## src/rtl/rvn_fetch_pkg.sv

```systemverilog
// Shared types and constants for the instruction-fetch stage.
package rvn_fetch_pkg;

    localparam int XLEN = 32;
    localparam logic [XLEN-1:0] INSTR_NOP = 32'h0000_0013;

    typedef enum logic [1:0] {
        ST_RUN  = 2'd0,
        ST_TRAP = 2'd1,
        ST_HALT = 2'd2
    } fetch_state_e;

endpackage

```

## src/rtl/fetch_fifo.sv

```systemverilog
// Fetch buffer ring: entries are allocated on request acceptance, filled in
// order by responses, and popped by decode. Flush frees every entry at once.
module fetch_fifo
    import rvn_fetch_pkg::*;
#(
    parameter int DEPTH = 2,
    localparam int AW = $clog2(DEPTH)
) (
    input  logic            clk,
    input  logic            rst_n,
    input  logic            i_alloc,
    input  logic [XLEN-1:0] i_alloc_pc,
    input  logic            i_fill,
    input  logic [XLEN-1:0] i_fill_data,
    input  logic            i_pop,
    input  logic            i_flush,
    output logic            o_full,
    output logic            o_head_filled,
    output logic [XLEN-1:0] o_head_pc,
    output logic [XLEN-1:0] o_head_instr,
    output logic [AW:0]     o_unfilled
);

    logic [AW-1:0]   r_head;
    logic [AW-1:0]   r_tail;
    logic [AW-1:0]   r_fill;
    logic [AW:0]     r_count;
    logic [AW:0]     r_unfilled;
    logic [DEPTH-1:0] r_filled;
    logic [XLEN-1:0] r_pc    [DEPTH];
    logic [XLEN-1:0] r_instr [DEPTH];

    logic             w_alloc;
    logic             w_fill;
    logic             w_pop;
    logic [DEPTH-1:0] w_filled_next;

    assign w_alloc = i_alloc && !i_flush;
    assign w_fill  = i_fill  && !i_flush;
    assign w_pop   = i_pop   && !i_flush;

    // Responses arrive in order, so filled entries always sit between head and r_fill.
    for (genvar gi = 0; gi < DEPTH; gi++) begin : g_filled
        assign w_filled_next[gi] = (w_alloc && r_tail == AW'(gi)) ? 1'b0 :
                                   (w_fill  && r_fill == AW'(gi)) ? 1'b1 :
                                   (w_pop   && r_head == AW'(gi)) ? 1'b0 :
                                   r_filled[gi];
    end

    always_ff @(posedge clk or negedge rst_n) begin
        if (!rst_n) begin
            r_head     <= '0;
            r_tail     <= '0;
            r_fill     <= '0;
            r_count    <= '0;
            r_unfilled <= '0;
            r_filled   <= '0;
        end else if (i_flush) begin
            r_head     <= '0;
            r_tail     <= '0;
            r_fill     <= '0;
            r_count    <= '0;
            r_unfilled <= '0;
            r_filled   <= '0;
        end else begin
            if (w_alloc) r_tail <= r_tail + AW'(1);
            if (w_fill)  r_fill <= r_fill + AW'(1);
            if (w_pop)   r_head <= r_head + AW'(1);
            r_count    <= r_count + (AW+1)'(w_alloc) - (AW+1)'(w_pop);
            r_unfilled <= r_unfilled + (AW+1)'(w_alloc) - (AW+1)'(w_fill);
            r_filled   <= w_filled_next;
        end
    end

    always_ff @(posedge clk) begin
        if (w_alloc) r_pc[r_tail]    <= i_alloc_pc;
        if (w_fill)  r_instr[r_fill] <= i_fill_data;
    end

    assign o_full        = (r_count == (AW+1)'(DEPTH));
    assign o_head_filled = r_filled[r_head];
    assign o_head_pc     = r_pc[r_head];
    assign o_head_instr  = r_instr[r_head];
    assign o_unfilled    = r_unfilled;

endmodule

```

## src/rtl/fetch_unit.sv

```systemverilog
// Instruction-fetch stage: fetch PC, in-order imem requests, stale-response
// dropping on redirect. Optional misaligned-target trap: RVN_FETCH_MISALIGN_EN.
module fetch_unit
    import rvn_fetch_pkg::*;
#(
    parameter logic [XLEN-1:0] RESET_PC   = 32'h0000_0000,
    parameter int              FIFO_DEPTH = 2
) (
    input  logic            clk,
    input  logic            rst_n,
    input  logic            redirect_valid,
    input  logic [XLEN-1:0] redirect_pc,
    output logic            imem_req_valid,
    input  logic            imem_req_ready,
    output logic [XLEN-1:0] imem_req_addr,
    input  logic            imem_rsp_valid,
    input  logic [XLEN-1:0] imem_rsp_data,
    output logic            if_valid,
    input  logic            if_ready,
    output logic [XLEN-1:0] if_pc,
    output logic [XLEN-1:0] if_instr,
    output logic            if_misaligned
);

    localparam int AW     = $clog2(FIFO_DEPTH);
    localparam int DROP_W = 8;

    fetch_state_e      r_state;
    logic [XLEN-1:0]   r_fetch_pc;
    logic [DROP_W-1:0] r_drop_cnt;

    logic              w_full;
    logic              w_head_filled;
    logic [XLEN-1:0]   w_head_pc;
    logic [XLEN-1:0]   w_head_instr;
    logic [AW:0]       w_unfilled;
    logic              w_run;
    logic              w_pop;
    logic              w_req_valid;
    logic              w_req_fire;
    logic              w_fill;
    logic [XLEN-1:0]   w_redir_pc;
    logic [DROP_W-1:0] w_drop_redirect;

    assign w_run = (r_state == ST_RUN);
    assign w_pop = w_run && w_head_filled && if_ready;

    // A full buffer still accepts a request when decode frees the head this cycle,
    // which keeps throughput at one instruction per cycle.
    assign w_req_valid = rst_n && w_run && (!w_full || w_pop) && !redirect_valid;
    assign w_req_fire  = w_req_valid && imem_req_ready;
    assign w_fill      = imem_rsp_valid && (r_drop_cnt == '0) && !redirect_valid;

    // Every unfilled entry becomes a stale in-flight response; one landing now is already consumed.
    assign w_drop_redirect = r_drop_cnt + DROP_W'(w_unfilled) - DROP_W'(imem_rsp_valid);

`ifdef RVN_FETCH_MISALIGN_EN
    logic [XLEN-1:0] r_trap_pc;
    logic            w_misaligned;
    logic            w_trap;
    assign w_misaligned = (redirect_pc[1:0] != 2'b00);
    assign w_redir_pc   = redirect_pc;
    assign w_trap       = (r_state == ST_TRAP);
`else
    assign w_redir_pc   = redirect_pc & 32'hFFFF_FFFC;
`endif

    always_ff @(posedge clk or negedge rst_n) begin
        if (!rst_n) begin
            r_state    <= ST_RUN;
            r_fetch_pc <= RESET_PC;
            r_drop_cnt <= '0;
`ifdef RVN_FETCH_MISALIGN_EN
            r_trap_pc  <= '0;
`endif
        end else if (redirect_valid) begin
            r_fetch_pc <= w_redir_pc;
            r_drop_cnt <= w_drop_redirect;
`ifdef RVN_FETCH_MISALIGN_EN
            r_state    <= w_misaligned ? ST_TRAP : ST_RUN;
            r_trap_pc  <= redirect_pc;
`else
            r_state    <= ST_RUN;
`endif
        end else begin
            if (imem_rsp_valid && r_drop_cnt != '0) r_drop_cnt <= r_drop_cnt - DROP_W'(1);
            if (w_req_fire) r_fetch_pc <= r_fetch_pc + 32'd4;
`ifdef RVN_FETCH_MISALIGN_EN
            if (r_state == ST_TRAP && if_ready) r_state <= ST_HALT;
`endif
        end
    end

    fetch_fifo #(
        .DEPTH (FIFO_DEPTH)
    ) u_fifo (
        .clk           (clk),
        .rst_n         (rst_n),
        .i_alloc       (w_req_fire),
        .i_alloc_pc    (r_fetch_pc),
        .i_fill        (w_fill),
        .i_fill_data   (imem_rsp_data),
        .i_pop         (w_pop),
        .i_flush       (redirect_valid),
        .o_full        (w_full),
        .o_head_filled (w_head_filled),
        .o_head_pc     (w_head_pc),
        .o_head_instr  (w_head_instr),
        .o_unfilled    (w_unfilled)
    );

    assign imem_req_valid = w_req_valid;
    assign imem_req_addr  = r_fetch_pc;

`ifdef RVN_FETCH_MISALIGN_EN
    assign if_valid      = w_trap || w_head_filled;
    assign if_pc         = w_trap ? r_trap_pc : (w_head_filled ? w_head_pc : '0);
    assign if_instr      = w_trap ? INSTR_NOP : (w_head_filled ? w_head_instr : '0);
    assign if_misaligned = w_trap;
`else
    assign if_valid      = w_head_filled;
    assign if_pc         = w_head_filled ? w_head_pc : '0;
    assign if_instr      = w_head_filled ? w_head_instr : '0;
    assign if_misaligned = 1'b0;
`endif

endmodule

```

## config.mk

```make
export PLATFORM = sky130hd
export DESIGN_NAME = fetch_unit
export DESIGN_NICKNAME = d
export VERILOG_FILES = /design/src/rtl/rvn_fetch_pkg.sv /design/src/rtl/fetch_fifo.sv /design/src/rtl/fetch_unit.sv
export SDC_FILE = /design/constraint.sdc
export NUM_CORES = 1
export LEC_CHECK = 0
export BUFFER_PORTS_ARGS = -buffer_cell sky130_fd_sc_hd__buf_2
export CAP_MARGIN = 30
export CORE_MARGIN = 1.5
export CORE_UTILIZATION = 30
export DETAILED_ROUTE_END_ITERATION = 8
export PLACE_DENSITY = 0.56
export SYNTH_ARGS = -nofsm -noshare
export SYNTH_HDL_FRONTEND = slang
export SYNTH_SLANG_ARGS = --single-unit
export TNS_END_PERCENT = 30
```

## constraint.sdc

```tcl
create_clock -name clk -period 4.8 [get_ports clk]
set_input_delay 0.96 -clock clk [delete_from_list [all_inputs] [get_ports clk]]
set_output_delay 0.96 -clock clk [all_outputs]
set_load 0.05 [all_outputs]
```

=== Yosys cells after proc, flatten, opt, wreduce, memory -nomap -nowiden ===
Memories as Yosys holds them, arrays and structs flattened.
Cells that the tools add are included.
W data, S select, Z words.

* Output and inout bits: 99
* Word-level logic and storage cells: 82
* Memories kept: 2
* Bits of input ports: 70
* Flip-flop bits (word level): 49
* Bits in writable memories: 128

* Equal/unequal tests: 1
* $add $sub $neg: 11
* Reduce and logical (&&, ||, !) cells: 28
* Bitwise logic cells: 3
* Multiplexer cells: 27
* Magnitude comparators: 1

{| class="wikitable"
|+ Memories
! name !! words !! bits a word !! rd ports !! clocked after Yosys merged registers in !! write ports !! RTL line !! RTL
|-
| u_fifo.r_instr || 2 || 32 || 1 || 0 || 1 || fetch_fifo.sv:31 || <nowiki>logic [XLEN-1:0] r_instr [DEPTH];</nowiki>
|-
| u_fifo.r_pc || 2 || 32 || 1 || 0 || 1 || fetch_fifo.sv:30 || <nowiki>logic [XLEN-1:0] r_pc [DEPTH];</nowiki>
|}

{| class="wikitable"
|+ Operators by type and width
! cell !! number
|-
| $mux W32 || 4
|-
| $add A32 B3 Y32 const B || 1
|-
| $mux W1 || 18
|-
| $logic_and A1 B1 Y1 || 16
|-
| $mux W8 || 2
|-
| $reduce_bool A2 Y1 || 5
|-
| $add A8 B2 Y8 || 1
|-
| $logic_not A8 Y1 || 1
|-
| $reduce_bool A4 Y1 || 2
|-
| $reduce_bool A8 Y1 || 1
|-
| $sub A8 B1 Y8 || 1
|-
| $sub A8 B1 Y8 const B || 1
|-
| $mux W2 || 3
|-
| $add A2 B1 Y2 || 2
|-
| $sub A2 B1 Y2 || 2
|-
| $add A1 B1 Y1 const B || 3
|-
| $not A1 Y1 || 3
|-
| $eq A2 B2 Y1 const B || 1
|-
| $logic_not A1 Y1 || 2
|-
| $lt A1 B2 Y1 const B || 1
|-
| $logic_or A1 B1 Y1 || 1
|}

=== Depth between registers and ports, before layout ===
Gate-level depths: netlist (run 1).

* Depth after elaboration: 11
* Depth in mapped cells: 11
* Mapped depth without buffers: 11

=== Modules after synthesis ===
A second synthesis (run 1) with hierarchy kept.

* Cells, all modules: 631
* Area total of the unflattened synthesis: 8385.5 um^2

{| class="wikitable"
|+ Modules (own cells, without submodules)
! module !! cells each !! area an instance (um^2) !! sequential area each (um^2) !! instances
|-
| fetch_fifo || 246 || 5180.0 || 4068.9 || 1
|-
| fetch_unit || 385 || 3205.6 || 950.9 || 1
|}

=== Worst setup path before layout (run 1) ===
Ideal clock, no wire load.

* Kind: input -> register
* Start point: input redirect_valid
* End point: memory u_fifo.r_instr[0][0] (enable)
* Path buffers: 2
* Data arrival time: 3.641 ns
* Required time: 4.337 ns
* Stages: 3
* Slack: 0.695 ns
* Library setup time: 0.463 ns
* Cell sequence: clkbuf_1 -> clkbuf_1 -> nor3_1

* Cells in the longest elaborated chain, start to end: 5

{| class="wikitable"
|+ Ends and longest elaborated chain
! item !! RTL line !! RTL
|-
| start, declared || fetch_unit.sv:11 || <nowiki>input logic redirect_valid,</nowiki>
|-
| $logic_not A1 Y1 * || fetch_fifo.sv:39, fetch_unit.sv:52 ||
|-
| $logic_and A1 B1 Y1 || fetch_unit.sv:52 || <nowiki>assign w_fill = imem_rsp_valid && (r_drop_cnt == '0) && !redirect_valid;</nowiki>
|-
| $logic_and A1 B1 Y1 * || fetch_fifo.sv:39 || <nowiki>assign w_fill = i_fill && !i_flush;</nowiki>
|-
| $mux W1 * || fetch_fifo.sv:77 || <nowiki>if (w_fill) r_instr[r_fill] <= i_fill_data;</nowiki>
|-
| $mux W1 (not written as such) * || fetch_fifo.sv:77 ||
|-
| end, declared || fetch_fifo.sv:31 ||
|}

Mark *: on every way between the ends. The rest lies on a longest branch, timed or not.

=== Final worst setup path (run 1) ===
* Start point: register u_fifo.r_head
* End point: output if_pc[3]

* Cells in the longest elaborated chain, start to end: 3
* Elaborated cells on any way between the ends: 4
* Those cells by class: mux: 3; memory: 1

{| class="wikitable"
|+ Ends and longest elaborated chain
! item !! RTL line !! RTL
|-
| start, declared || fetch_fifo.sv:24 || <nowiki>logic [AW-1:0] r_head;</nowiki>
|-
| start signal, assigned || fetch_fifo.sv:68 || <nowiki>if (w_pop) r_head <= r_head + AW'(1);</nowiki>
|-
| $mux W1 (not written as such) (2 in series) || fetch_fifo.sv:81 || <nowiki>assign o_head_filled = r_filled[r_head];</nowiki>
|-
| $mux W32 * || fetch_unit.sv:122 || <nowiki>assign if_pc = w_head_filled ? w_head_pc : '0;</nowiki>
|-
| end, declared || fetch_unit.sv:20 || <nowiki>output logic [XLEN-1:0] if_pc,</nowiki>
|}

Mark *: on every way between the ends. The rest lies on a longest branch, timed or not. The select of a mux whose other input is x is not followed.

==> flow_summary_export.csv, run 1 <==
group,metric,value,unit
job,drv_cap,0,
cts,tritoncts,"done",
worst_setup_path,timing.rr.start,"u_fifo.r_head$_DFFE_PN0P_",
cells_and_area,finalNetCount,905,
cts,cts_hold_buf,0,
cells_and_area,drive_above_1_share,26.1,%
timing,period_share,72.8,%
global_routing,busiest_layer,"met2",
timing,hold_viol,0,
cells_and_area,fillers,2589,
global_routing,antenna_found_initial,3,
cts,cts_setup_buffers,0,
synth,synth_flop_cell,"edfxtp_1",
routing,vias,5341,
global_routing,grtUsageMet2,22.7,%
global_routing,grt_pass1_wl,26.8,mm
routing,drc,0,
global_routing,grt_util_met1,15.9,%
run_status,status,"finished, final reports clean",
synth,synth_xor_area_share,3.98,%
timing,fmax,286,MHz
synth,avgSynthCellArea,12.2,sq um
worst_setup_path,worstRegToRegCells,7,
cts,clk_latency,0.42,ns
cts,cts.htree.levels,4,
global_routing,grt.total_usage,13.1,%
power_and_ir_drop,p_leak,3.84,nW
synth,synth_area_leaders,"edfxtp_1, dfrtp_1, mux2i_1",
timing,max_slew_margin,32.4,%
worst_setup_path,end_kind,"output port",
timing,skew,0.0102,ns
worst_setup_path,setup.worst_path.start_class,"flop",
timing,period_needed,3.50,ns
synth,synth_compound_area_share,5.09,%
timing,grt_setup_unrepaired,"false",
cts,path_clk_slew,0.07,ns
global_routing,grt-ovfl-total,0,
placed_design,gp_congestion,0.739,
synth,synthAdderAreaFrac,3.89,%
routing,ant_nets,0,
synth,syn_inst,649,
power_and_ir_drop,vdd_drop_max,0.258,mV
synth,yosysTopAreaCellShare,47.1,%
cts,cts_buffers,17,
worst_setup_path,r2r-end,"imem_req_addr[8]$_DFFE_PN0P_",
timing,fin_hold_ws,0.546,ns
worst_setup_path,cp.arrival,2.54,ns
synth,yosys.area.top_type,"edfxtp_1",
cells_and_area,final_core_util,37.7,%
floorplanning,die_y,165,microns
floorplanning,core_area,0.0260,sq mm
cells_and_area,multi_input_area,0.00279,sq mm
floorplanning,io_pins,169,
cts,root_buffer,"clkbuf_16",
synth,synth_edf_count,124,
timing,fin_setup_tns,0,ns
floorplanning,die-area,0.0274,sq mm
routing,drt_first_pass_iters,4,
timing,worstMarginPinSlew,1.01,ns
synth,synth_top_family_by_area,"simple AND/OR/NAND/NOR gates",
cells_and_area,seq_area,0.00490,sq mm
synth,synth_seq_area_share,61.9,%
placed_design,dp_slack,1.62,ns
cts,cts_resized,0,
floorplanning,start_util,30.5,%
global_routing,grt_pass1_vias,4979,
worst_setup_path,cp_slowest_cell,"dfrtp_4",
hold_path,hold_end,"u_fifo.r_pc[1][7]$_DFFE_PP_",
timing,setup_slack,1.30,ns
routing,wl_per_cell,15.3,microns
synth,yosys.area_share.simple,13.2,%
worst_setup_path,regToRegSetupSlack,1.66,ns
floorplanning,rows,59,
cts,clock_path_buffers,2,
routing,drt-initial-drc-count,221,
cells_and_area,areaGrowthSynthToFinish,23.8,%
synth,ys_warn_count,0,
worst_setup_path,crit_type,"flop to output port",
synth,async_flop_share,27.5,%
hold_path,min_from,"imem_req_addr[7]$_DFFE_PN0P_",
routing,post_drt_via_cell_ratio,4.60,
routing,totalWireLength,17.8,mm
synth,synth.most_common_cell,"edfxtp_1",
placed_design,dp_hpwl,12.5,mm
cts,clkSinkCount,171,
power_and_ir_drop,powerDensity,420,mW/mm^2
floorplanning,die_x,165,microns
synth,syn_area,0.00791,sq mm
synth,synthMuxAreaShare,8.62,%
hold_path,holdPathStages,0,
global_routing,met3_usage,3.00,%
worst_setup_path,path_max_fanout,37,
timing,final-max-slew-violation-count,0,
synth,synth_common_cells,"edfxtp_1, nor2_1, mux2i_1, nand2_1, dfrtp_1",
synth,synth-seq-cells,171,
worst_setup_path,max_stage_delay,0.79,ns
hold_path,hp-class,"flop to flop",
timing,setup_violations,0,
worst_setup_path,crit_chain,"buf_4 -> mux2i_1 -> nor2_1 -> buf_2",
global_routing,grt_max_degree,79,
worst_setup_path,cp.required,3.84,ns
placed_design,port_buffers,161,
synth,synth.distinct_cells,54,
-- stage by stage --
stage | std cells | cell area (sq um) | power, mW
5_1_grt | 1160 | 9800 | 4.34
6_report | 1160 | 9800 | 4.11
2_1_floorplan | 653 | 7930 | 2.42
3_5_place_dp | 1127 | 9140 | 2.64
4_1_cts | 1159 | 9790 | 4.16
3_3_place_gp | 1126 | 9120 | 2.62
-- kinds of logic (layout without fill, tap and decap cells) --
| logic type | after synthesis | count (layout) |
|---|---|---|
| simple gates | 222 | 222 |
| fa+ha+maj | 24 | 24 |
| compound gates | 65 | 65 |
| buf+inv | 62 | 233 |
| xor+xnor | 36 | 36 |
| mux | 68 | 68 |
| other cells | 1 | 6 |
| flops | 171 | 171 |
-- layer usage --
| metal | vias up | wire length (microns) |
|---|---|---|
| li1 | 2628 | - |
| met1 | 2599 | 7770 |
| met2 | 92 | 9100 |
| met3 | 18 | 617 |
| met4 | 4 | 264 |
| met5 | - | 30 |
-- power by group --
part | internal, mW | switching (mW) | leakage [nW]
Clock | 0.944 | 0.563 | 0.316
Sequential | 1.68 | 0.0865 | 1.69
Combinational | 0.335 | 0.507 | 1.83
-- registers in the layout (all words and copies together) (netlist names) --
name / cells
u_fifo.r_tail: 1
u_fifo.r_instr: 64
u_fifo.r_pc: 60
u_fifo.o_unfilled: 2
u_fifo.r_filled: 2
imem_req_addr: 30
u_fifo.r_count: 2
u_fifo.r_head: 1
r_drop_cnt: 8
u_fifo.r_fill: 1
-- worst max-delay path by stage --
stage	start	to	cells past startpoint
4_1_cts	u_fifo.r_head$_DFFE_PN0P_	if_pc[3]	4
5_1_grt	u_fifo.r_head$_DFFE_PN0P_	if_pc[3]	4
2_1_floorplan	redirect_valid	u_fifo.r_instr[0][0]$_DFFE_PP_	3
6_report	u_fifo.r_head$_DFFE_PN0P_	if_pc[3]	4
3_3_place_gp	u_fifo.r_head$_DFFE_PN0P_	if_pc[12]	4
3_5_place_dp	rst_n	u_fifo.r_pc[0][13]$_DFFE_PP_	7
-- cell usage in the layout (no fill, tap or decap), types with 6 or more instances in the layout --
master	instances
nor3_1	10
inv_1	29
buf_2	161
nor2_1	82
nand3_1	17
nor2b_1	12
nand2_1	50
mux2i_1	66
nand4_1	10
ha_1	23
o21ai_0	29
dfrtp_1	46
buf_4	9
edfxtp_1	124
a21oi_1	9
xor2_1	12
clkbuf_16	17
or3_1	6
nor4_1	6
xnor2_1	24
-- worst max-delay path, delay by kind of cell, from the launching register on --
family / cells / cell delay [ns]
muxes: 1 / 0.15
and+or+nand+nor: 1 / 0.19
buffers and inverters: 2 / 0.94
DFF: 1 / 0.79
-- final cells by class --
cell class / instances / share of cell area [%]
inverters: 29 / 1.11
clock buffers: 19 / 4.52
well taps: 335 / 4.28
multi-input cells: 420 / 28.5
flip-flops and latches: 171 / 50.1
repair buffers: 172 / 9.32
clock inverters: 13 / 2.16
diodes: 1 / 0.0255
Power figures use the tool's default switching activity.
==> run 2, diff against run 1 <==
--- a/config.mk
+++ b/config.mk
@@ -5,12 +5,13 @@
 export SDC_FILE = /design/constraint.sdc
 export NUM_CORES = 1
 export LEC_CHECK = 0
+export ABC_AREA = 1
 export BUFFER_PORTS_ARGS = -buffer_cell sky130_fd_sc_hd__buf_2
 export CAP_MARGIN = 30
 export CORE_MARGIN = 1.5
 export CORE_UTILIZATION = 30
 export DETAILED_ROUTE_END_ITERATION = 8
-export PLACE_DENSITY = 0.56
+export PLACE_DENSITY = 0.57
 export SYNTH_ARGS = -nofsm -noshare
 export SYNTH_HDL_FRONTEND = slang
 export SYNTH_SLANG_ARGS = --single-unit
==> constraint.sdc (replaced) <==
create_clock -name clk -period 3.06 [get_ports clk]
set_input_delay 0.612 -clock clk [delete_from_list [all_inputs] [get_ports clk]]
set_output_delay 0.612 -clock clk [all_outputs]
set_load 0.05 [all_outputs]
==> flow_summary_export.csv, run 2 <==
group,metric,value,unit
routing,post_drt_via_cell_ratio,4.31,
synth,syn_inst,1046,
routing,totalWireLength,21.9,mm
cells_and_area,regMostFlops,"u_fifo.r_instr",
cts,root_buffer,"clkbuf_16",
cells_and_area,antenna_cells,0,
cells_and_area,finalNetCount,1303,
floorplanning,die_y,174,microns
floorplanning,core_area,0.0287,sq mm
routing,ant_nets,0,
floorplanning,rows,62,
cts,cts_setup_buffers,0,
cts,cts_hold_buf,0,
placed_design,dp_slack,0.361,ns
synth,synth-seq-cells,171,
placed_design,port_buffers,161,
synth,yosys.area.top_type,"edfxtp_1",
cts,clk_latency,0.43,ns
synth,synth_common_cells,"nand2_1, inv_1, edfxtp_1, nor2_1, nand3_1",
global_routing,grt_pass1_vias,6416,
power_and_ir_drop,vdd_drop_max,0.364,mV
timing,fmax,357,MHz
cells_and_area,areaGrowthSynthToFinish,21.7,%
cts,cts_buffers,17,
cts,cts.htree.levels,4,
worst_setup_path,worstRegToRegCells,9,
timing,period_share,91.5,%
routing,vias,6929,
timing,grt_setup_unrepaired,"false",
power_and_ir_drop,p_leak,5.44,nW
worst_setup_path,cp.arrival,2.19,ns
worst_setup_path,end_kind,"output port",
timing,max_slew_margin,57.1,%
worst_setup_path,setup.worst_path.start_class,"flop",
cts,tritoncts,"done",
cts,clock_path_buffers,2,
worst_setup_path,startpoint,"u_fifo.r_head$_DFFE_PN0P_",
synth,async_flop_share,27.5,%
cells_and_area,layout_commonest_cell,"nand2_1",
synth,yosysTopAreaCellShare,42.5,%
timing,skew,0.00701,ns
worst_setup_path,crit_buf_inv,3,
power_and_ir_drop,powerDensity,603,mW/mm^2
worst_setup_path,cp_top_family,"buffers and inverters",
timing,hold_viol,0,
job,drv_cap,0,
worst_setup_path,timing.rr.start,"u_fifo.r_head$_DFFE_PN0P_",
worst_setup_path,max_stage_delay,0.57,ns
timing,fin_setup_tns,0,ns
worst_setup_path,cp.depth,6,
cells_and_area,final_cell_mix,"nand2_1, buf_2, inv_1, edfxtp_1, nor2_1",
global_routing,grt-ovfl-total,0,
placed_design,gp_congestion,0.833,
worst_setup_path,crit_chain,"buf_4 -> nand2_1 -> nand2_1 -> nand2_1 -> inv_1 -> buf_2",
synth,synth_edf_count,124,
global_routing,grt.total_usage,14.9,%
synth,synth_flop_cell,"edfxtp_1",
synth,ys_warn_count,0,
timing,fin_hold_ws,0.308,ns
worst_setup_path,path_max_fanout,50,
timing,final-max-slew-violation-count,0,
floorplanning,die_x,174,microns
timing,period_needed,2.80,ns
floorplanning,io_pins,169,
timing,setup_slack,0.259,ns
routing,drt-initial-drc-count,432,
synth,synth.most_common_cell,"nand2_1",
worst_setup_path,cp.required,2.45,ns
global_routing,antenna_found_initial,1,
synth,synth_seq_area_share,55.9,%
floorplanning,start_util,30.5,%
routing,wl_per_cell,13.6,microns
cells_and_area,final_core_util,37.2,%
synth,synth_area_leaders,"edfxtp_1, nand2_1, dfrtp_1",
placed_design,dp_hpwl,15.2,mm
worst_setup_path,crit_type,"flop to output port",
cells_and_area,drive_above_1_share,18.1,%
worst_setup_path,regToRegSetupSlack,0.60,ns
cts,clkSinkCount,171,
cts,path_clk_slew,0.07,ns
routing,drc,0,
global_routing,grt_max_degree,53,
synth,syn_area,0.00876,sq mm
worst_setup_path,crit_end,"if_pc[29]",
synth,synth.distinct_cells,34,
floorplanning,die-area,0.0302,sq mm
hold_path,hp-class,"input port to async pin",
worst_setup_path,crit_top_cell,"nand2_1",
run_status,status,"finished, final reports clean",
global_routing,grt_pass1_wl,35.0,mm
worst_setup_path,r2r-end,"u_fifo.r_pc[0][15]$_DFFE_PP_",
worst_setup_path,cp_slowest_cell,"dfrtp_4",
cells_and_area,largest_register_ffs,64,
timing,setup_violations,0,
power_and_ir_drop,power,6.43,mW
synth,avgSynthCellArea,8.38,sq um
timing,worstMarginPinSlew,0.643,ns
routing,drt_first_pass_iters,4,
-- run 2: cell count changes in the layout (fill, tap and decap cells not counted), sizes merged, moves of 12 or more --
cell	change
clkinv	+14
o21ai	-19
inv	+98
nand2	+436
nand3	+38
nor2b	-12
xnor2	-15
nor2	-15
mux2i	-67
-- run 2: metal layers --
layer  GRT usage, %  part of all wire [%]  vias up
met5              0                 0.032        -
met1           19.8                    47     3188
met3           3.28                   4.3       25
met2           24.3                    47      147
li1               -                     -     3567
met4           4.35                   1.6        2
-- run 2: area by class of cell --
cell class / instances / area [sq um]
flip-flops and latches: 171 / 4900
fillers: 2970 / 18000
clock inverters: 13 / 154
repair buffers: 176 / 976
multi-input cells: 705 / 3200
inverters: 138 / 523
clock buffers: 19 / 433
well taps: 384 / 480
-- run 2: repair_timing --
item                                    CTS  global route
gates cloned                              0             1
endpoints found under the setup margin   52            52
resized for setup                         1             4
-- run 2: how the worst min path moves through the flow --
stage | to | cells after the start | startpoint | slack, ns
5_1_grt | u_fifo.r_instr[1][30]$_DFFE_PP_ | 1 | imem_rsp_data[30] | 0.34
6_report | r_drop_cnt[4]$_DFFE_PN0P_ | 2 | rst_n | 0.31
3_5_place_dp | r_drop_cnt[3]$_DFFE_PN0P_ | 2 | r_drop_cnt[3]$_DFFE_PN0P_ | 0.52
4_1_cts | r_drop_cnt[5]$_DFFE_PN0P_ | 2 | rst_n | 0.34
3_3_place_gp | r_drop_cnt[3]$_DFFE_PN0P_ | 2 | r_drop_cnt[3]$_DFFE_PN0P_ | 0.52
2_1_floorplan | imem_req_addr[10]$_DFFE_PN0P_ | 0 | rst_n | 0.32
-- run 2: power by group --
part           switching (mW)  leakage (nW)  internal, mW
combinational           0.992          3.45         0.491
sequential              0.147          1.70          2.63
clock                   0.891         0.292          1.28
total                    2.03          5.44          4.40
-- run 2: through the flow --
step | instance area, sq um | std cells
after floorplan | 8780 | 1050
after global placement | 10000 | 1573
after detailed placement | 10000 | 1573
after CTS | 10600 | 1605
after global routing | 10700 | 1606
final | 10700 | 1606
-- run 2: logic make-up after synthesis --
group,synth area share (%)
AND/OR/NAND/NOR,28.8
buffers and inverters,7.98
flip-flops,55.9
AO/OA/AOI/OAI,1.77
adder cells (fa/ha/maj),3.51
XOR/XNOR,2.00
other,0.0428
